<file path="src/rtl/bcd_timer_pkg.sv">
// Shared types and helpers for the BCD countdown timer.
// Holds the timer state enum, the BCD digit limit and the nibble validity check.
package bcd_timer_pkg;

    localparam logic [3:0] BCD_MAX = 4'd9;

    typedef enum logic [1:0] {
        StIdle   = 2'd0,
        StRun    = 2'd1,
        StPaused = 2'd2,
        StDone   = 2'd3
    } timer_state_e;

    // True when each of the lowest n nibbles of vec is a legal BCD digit (0..9).
    function automatic logic bcd_valid(input logic [31:0] vec, input int unsigned n);
        logic ok;
        ok = 1'b1;
        for (int unsigned i = 0; i < 8; i++) begin
            if (i < n && vec[4*i +: 4] > BCD_MAX) begin
                ok = 1'b0;
            end
        end
        return ok;
    endfunction

endpackage

</file>
<file path="src/rtl/bcd_digit_down.sv">
// Single BCD digit decrementer with borrow chaining (purely combinational).
// A digit at 0 wraps to 9 and asks the next digit up for a borrow.
module bcd_digit_down
    import bcd_timer_pkg::*;
(
    input  logic [3:0] i_d,
    input  logic       i_borrow_in,
    output logic [3:0] o_q,
    output logic       o_borrow_out
);

    always_comb begin
        o_q          = i_d;
        o_borrow_out = 1'b0;
        if (i_borrow_in) begin
            if (i_d == 4'd0) begin
                o_q          = BCD_MAX;
                o_borrow_out = 1'b1;
            end else begin
                o_q = i_d - 4'd1;
            end
        end
    end

endmodule

</file>
<file path="src/rtl/bcd_countdown_timer.sv">
// N-digit BCD countdown timer with pause, reload on rising 'active' and an expiry pulse.
// Define COUNTDOWN_WARN_EN to enable the low-count warning output; otherwise o_warn is tied to 0.
module bcd_countdown_timer
    import bcd_timer_pkg::*;
#(
    parameter int unsigned                 NUM_DIGITS  = 2,
    parameter logic [4*NUM_DIGITS-1:0]     START_VALUE = 'h60,
    parameter logic [4*NUM_DIGITS-1:0]     IDLE_VALUE  = 'h79,
    parameter logic [4*NUM_DIGITS-1:0]     WARN_VALUE  = 'h10
) (
    input  logic                    clk,
    input  logic                    rst_n,
    input  logic                    i_tick,
    input  logic                    i_active,
    input  logic                    i_pause,
    output logic [4*NUM_DIGITS-1:0] o_digits,
    output logic                    o_running,
    output logic                    o_expired,
    output logic                    o_warn
);

    if (NUM_DIGITS < 1 || NUM_DIGITS > 8) begin : g_chk_width
        $error("NUM_DIGITS must be in 1..8");
    end
    if (!bcd_valid(32'(START_VALUE), NUM_DIGITS)) begin : g_chk_start
        $error("START_VALUE contains a nibble above 9");
    end
    if (!bcd_valid(32'(IDLE_VALUE), NUM_DIGITS)) begin : g_chk_idle
        $error("IDLE_VALUE contains a nibble above 9");
    end
    if (!bcd_valid(32'(WARN_VALUE), NUM_DIGITS)) begin : g_chk_warn
        $error("WARN_VALUE contains a nibble above 9");
    end

    timer_state_e            r_state;
    timer_state_e            w_state_next;
    logic [4*NUM_DIGITS-1:0] r_digits;
    logic [4*NUM_DIGITS-1:0] w_digits_next;
    logic [4*NUM_DIGITS-1:0] w_dec_digits;
    logic [NUM_DIGITS:0]     w_borrow;
    logic                    r_active_q;
    logic                    r_running;
    logic                    r_expired;
    logic                    r_warn;
    logic                    w_expired_next;
    logic                    w_warn_next;
    logic                    w_rise;
    logic                    w_dec_en;

    assign w_rise = i_active & ~r_active_q;

    // Strobe reaches digit 0 only when a decrement is actually allowed this cycle.
    assign w_dec_en = (r_state == StRun) & i_active & ~w_rise & ~i_pause & i_tick;
    assign w_borrow[0] = w_dec_en;

    for (genvar g = 0; g < NUM_DIGITS; g++) begin : g_digit
        bcd_digit_down u_digit (
            .i_d          (r_digits[4*g +: 4]),
            .i_borrow_in  (w_borrow[g]),
            .o_q          (w_dec_digits[4*g +: 4]),
            .o_borrow_out (w_borrow[g+1])
        );
    end

    always_comb begin
        w_state_next   = r_state;
        w_digits_next  = r_digits;
        w_expired_next = 1'b0;
        if (w_rise) begin
            w_digits_next = START_VALUE;
            w_state_next  = (START_VALUE == '0) ? StDone : StRun;
        end else if (!i_active) begin
            w_digits_next = IDLE_VALUE;
            w_state_next  = StIdle;
        end else begin
            case (r_state)
                StRun: begin
                    if (i_pause) begin
                        w_state_next = StPaused;
                    // A borrow out of the top digit means the count was already zero.
                    end else if (w_dec_en && !w_borrow[NUM_DIGITS]) begin
                        w_digits_next = w_dec_digits;
                        if (w_dec_digits == '0) begin
                            w_state_next   = StDone;
                            w_expired_next = 1'b1;
                        end
                    end
                end
                StPaused: begin
                    if (!i_pause) begin
                        w_state_next = StRun;
                    end
                end
                StIdle, StDone: begin
                    w_state_next = r_state;
                end
                default: begin
                    w_state_next = StIdle;
                end
            endcase
        end
    end

`ifdef COUNTDOWN_WARN_EN
    // Magnitude compare a <= b on BCD vectors, most significant digit decides first.
    function automatic logic bcd_le(input logic [4*NUM_DIGITS-1:0] a,
                                    input logic [4*NUM_DIGITS-1:0] b);
        logic le;
        logic decided;
        le      = 1'b1;
        decided = 1'b0;
        for (int i = int'(NUM_DIGITS) - 1; i >= 0; i--) begin
            if (!decided && a[4*i +: 4] != b[4*i +: 4]) begin
                le      = a[4*i +: 4] < b[4*i +: 4];
                decided = 1'b1;
            end
        end
        return le;
    endfunction

    assign w_warn_next = ((w_state_next == StRun) || (w_state_next == StPaused))
                         && bcd_le(w_digits_next, WARN_VALUE);
`else
    assign w_warn_next = 1'b0;
`endif

    always_ff @(posedge clk or negedge rst_n) begin
        if (!rst_n) begin
            r_state    <= StIdle;
            r_digits   <= IDLE_VALUE;
            r_active_q <= 1'b0;
            r_running  <= 1'b0;
            r_expired  <= 1'b0;
            r_warn     <= 1'b0;
        end else begin
            r_state    <= w_state_next;
            r_digits   <= w_digits_next;
            r_active_q <= i_active;
            r_running  <= (w_state_next == StRun);
            r_expired  <= w_expired_next;
            r_warn     <= w_warn_next;
        end
    end

    assign o_digits  = r_digits;
    assign o_running = r_running;
    assign o_expired = r_expired;
    assign o_warn    = r_warn;

endmodule
</file>
<file path="config.mk">
export PLATFORM = sky130hd
export DESIGN_NAME = bcd_countdown_timer
export DESIGN_NICKNAME = d
export VERILOG_FILES = /design/src/rtl/bcd_timer_pkg.sv /design/src/rtl/bcd_digit_down.sv /design/src/rtl/bcd_countdown_timer.sv
export SDC_FILE = /design/constraint.sdc
export NUM_CORES = 1
export LEC_CHECK = 0
export CAP_MARGIN = 10
export CELL_PAD_IN_SITES_DETAIL_PLACEMENT = 1
export CELL_PAD_IN_SITES_GLOBAL_PLACEMENT = 1
export CORE_AREA = 2 2 48 50
export DETAILED_ROUTE_END_ITERATION = 12
export DIE_AREA = 0 0 50 52
export GPL_ROUTABILITY_DRIVEN = 0
export PLACE_DENSITY_LB_ADDON = 0.3
export SYNTH_ARGS = -nofsm -noshare
export SYNTH_HDL_FRONTEND = slang
export SYNTH_SLANG_ARGS = --single-unit
</file>
<file path="constraint.sdc">
create_clock -name clk -period 1.7 [get_ports clk]
set_input_delay 0.34 -clock clk [delete_from_list [all_inputs] [get_ports clk]]
set_output_delay 0.34 -clock clk [all_outputs]
set_load 0.02 [all_outputs]
</file>
==> results.tsv <==
metric	value	unit
holdBufCountCts	0	
rsz0062_at_grt	false	
ys_ff_latch	13	
placed_cells	119	
power_density	664.4	mW/mm2
cts_buffers	3	
final_util	0.4593	
max-cap-violations	0	
grt_start_max_net_pins	14	
die_area	0.002600	mm2
crit_type	flip-flop to flip-flop	
die_h	52	um
rr_startpoint	o_digits[1]	
seqPwrFrac	0.528	
synth_fp_nets	76	
synth-main-ff-cell	dfrtp_1	
peakVddDrop	0.0002938	V
endpoint_kind	flip-flop	
area_delta_synth_final	33.51	%
worstPathArrival	1800	ps
pwr-share-clk	0.316	
path_clk_slew	90	ps
clk_path_buf_depth	2	
grt_pass1_vias	676	
required	1920	ps
finalWorstSetupSlack	119.3	ps
vias_per_cell	5.496	
antenna_found_initial	0	
startpoint_type	flip-flop	
cts.sink_count	13	
post_cts_buffers	0	
synth.distinct_cells	37	
finalWirelength	1980	um
synthArstFlopShare	1.000	
place_ws	-112.6	ps
crit_path_start	o_digits[1]	
hold_viol_final	0	
grtUsageTotal	0.1732	
drcViolationCount	0	
worstSkewPairLatency	280	ps
cts-root-buf	clkbuf_4	
cts_tree	built	
cts_htree_levels	1	
synthCells	71	
stdcell_count	123	
final_common_cell	buf_4	
core	0.002106	mm2
grt_overflow	0	
antenna_cells	0	
hpwlAfterDp	1477	um
avgSynthCellArea	10.20	um2
ys_seq_area_frac	0.4577	
post_cts_resized	7	
ant_nets	0	
switching_share	0.2806	
final.setup.tns	0	ps
avgRoutedWirePerCell	16.10	um
drtPass1Iterations	4	
io_pins	16	
max_freq	632.6	MHz
port_buffers	14	
rrSetupSlack	120	ps
fin_crit	1581	ps
layout-drive-gt1-share	0.2737	
grt_first_pass_wirelength	3249	um
dr.first_iter.drc_count	12	
yosysWarnings	0	
power.leakage	0.3985	nW
min_path_type	input port to asynchronous set/reset pin	
vias	676	
synth-edff-count	0	
intPower	0.0004623	W
slew_viol_final	0	
die_w	50	um
rr_worst_depth	3	
finClkSkew	2.741	ps
holdWs	357.7	ps
start_util	0.3440	
timing.final.crit_share	0.9298	
syn_area	724.4	um2
cp_max_fo	9	
status	completed	
reg2reg_to	o_digits[6]	
nets	101	
p_comb_frac	0.156	
setup_viol	0	
rows	17	
switchingPower	0.0001803	W
layout_common_cells	buf_4, dfrtp_1, dlygate4sd2_1	
## state kept, by name, indices dropped and copies added (netlist names)
signal      flops
o_digits        8
r_state         2
o_expired       1
o_running       1
r_active_q      1
## per-stage QoR
step	cell area, um2	total power, W
floorplan	724.4	0.0003966
global placement	947.2	0.0004449
detailed placement	947.2	0.0004492
CTS	964.7	0.0006518
global route	967.2	0.0006717
finish	967.2	0.0006426
## layout make-up
type	count	area [um2]
Clock buffer	4	26.28
Fill cell	245	1139
Inverter	3	11.26
Multi-Input combinational cell	51	354.1
Sequential cell	13	331.6
Tap cell	28	35.03
Timing Repair Buffer	24	209.0
## synth_stat cells, types with 2 or more instances
master    n  area [um2]
dfrtp_1   8       200.2
dfstp_2   5       131.4
nand3_1   5       25.02
nor2_1    5       18.77
a21oi_1   4       20.02
and4bb_2  3       37.54
inv_1     3       11.26
o21ai_0   3       15.01
nand2_1   2       7.510
nand4_1   2       12.51
nor3_1    2       10.01
o311ai_1  2       17.52
or2_2     2       12.51
or4_1     2       15.01
## critical path, cell delays in order (launching register included)
cell and delay [ps]:
dfrtp_1 480, or4_4 590, nor3_2 220, mux2i_1 220
## worst max path at each step
| stage | slack (ps) | to | cells past startpoint |
|---|---|---|---|
| 6_report | 120 | o_digits[6] | 3 |
| 2_1_floorplan | 210 | o_digits[6] | 3 |
| 3_3_place_gp | -60 | o_running | 4 |
| 4_1_cts | 3 | o_digits[7] | 1 |
| 3_5_place_dp | -110 | o_digits[3] | 5 |
| 5_1_grt | 60 | o_digits[6] | 3 |
## power groups by stage
stage	Clock, W	Combinational (W)	Sequential, W
2_1_floorplan	0	0.0000467	0.000350
3_3_place_gp	0	0.000102	0.000343
3_5_place_dp	0	0.000105	0.000345
4_1_cts	0.000212	0.000101	0.000339
5_1_grt	0.000221	0.000108	0.000342
6_report	0.000203	0.0000999	0.000340
## logic make-up (layout without fill, tap and decap cells)
kind of cell,after synthesis,in the layout,synth area share
buffers and inverters,7,31,0.05353
flip-flops,13,13,0.4577
multiplexers,1,1,0.01382
adder cells (fa/ha/maj),1,1,0.01382
AND/OR/NAND/NOR,32,32,0.3005
AO/OA/AOI/OAI,16,16,0.1555
other,1,1,0.005176
## metal layers
layer / wire (um) / vias to the layer above / global-route usage
met5: 0 / - / 0
met4: 89 / 0 / 0.1250
met3: 57 / 9 / 0.02586
met2: 968 / 17 / 0.2807
met1: 865 / 333 / 0.2095
li1: - / 317 / -
Power figures use the tool's default switching activity.
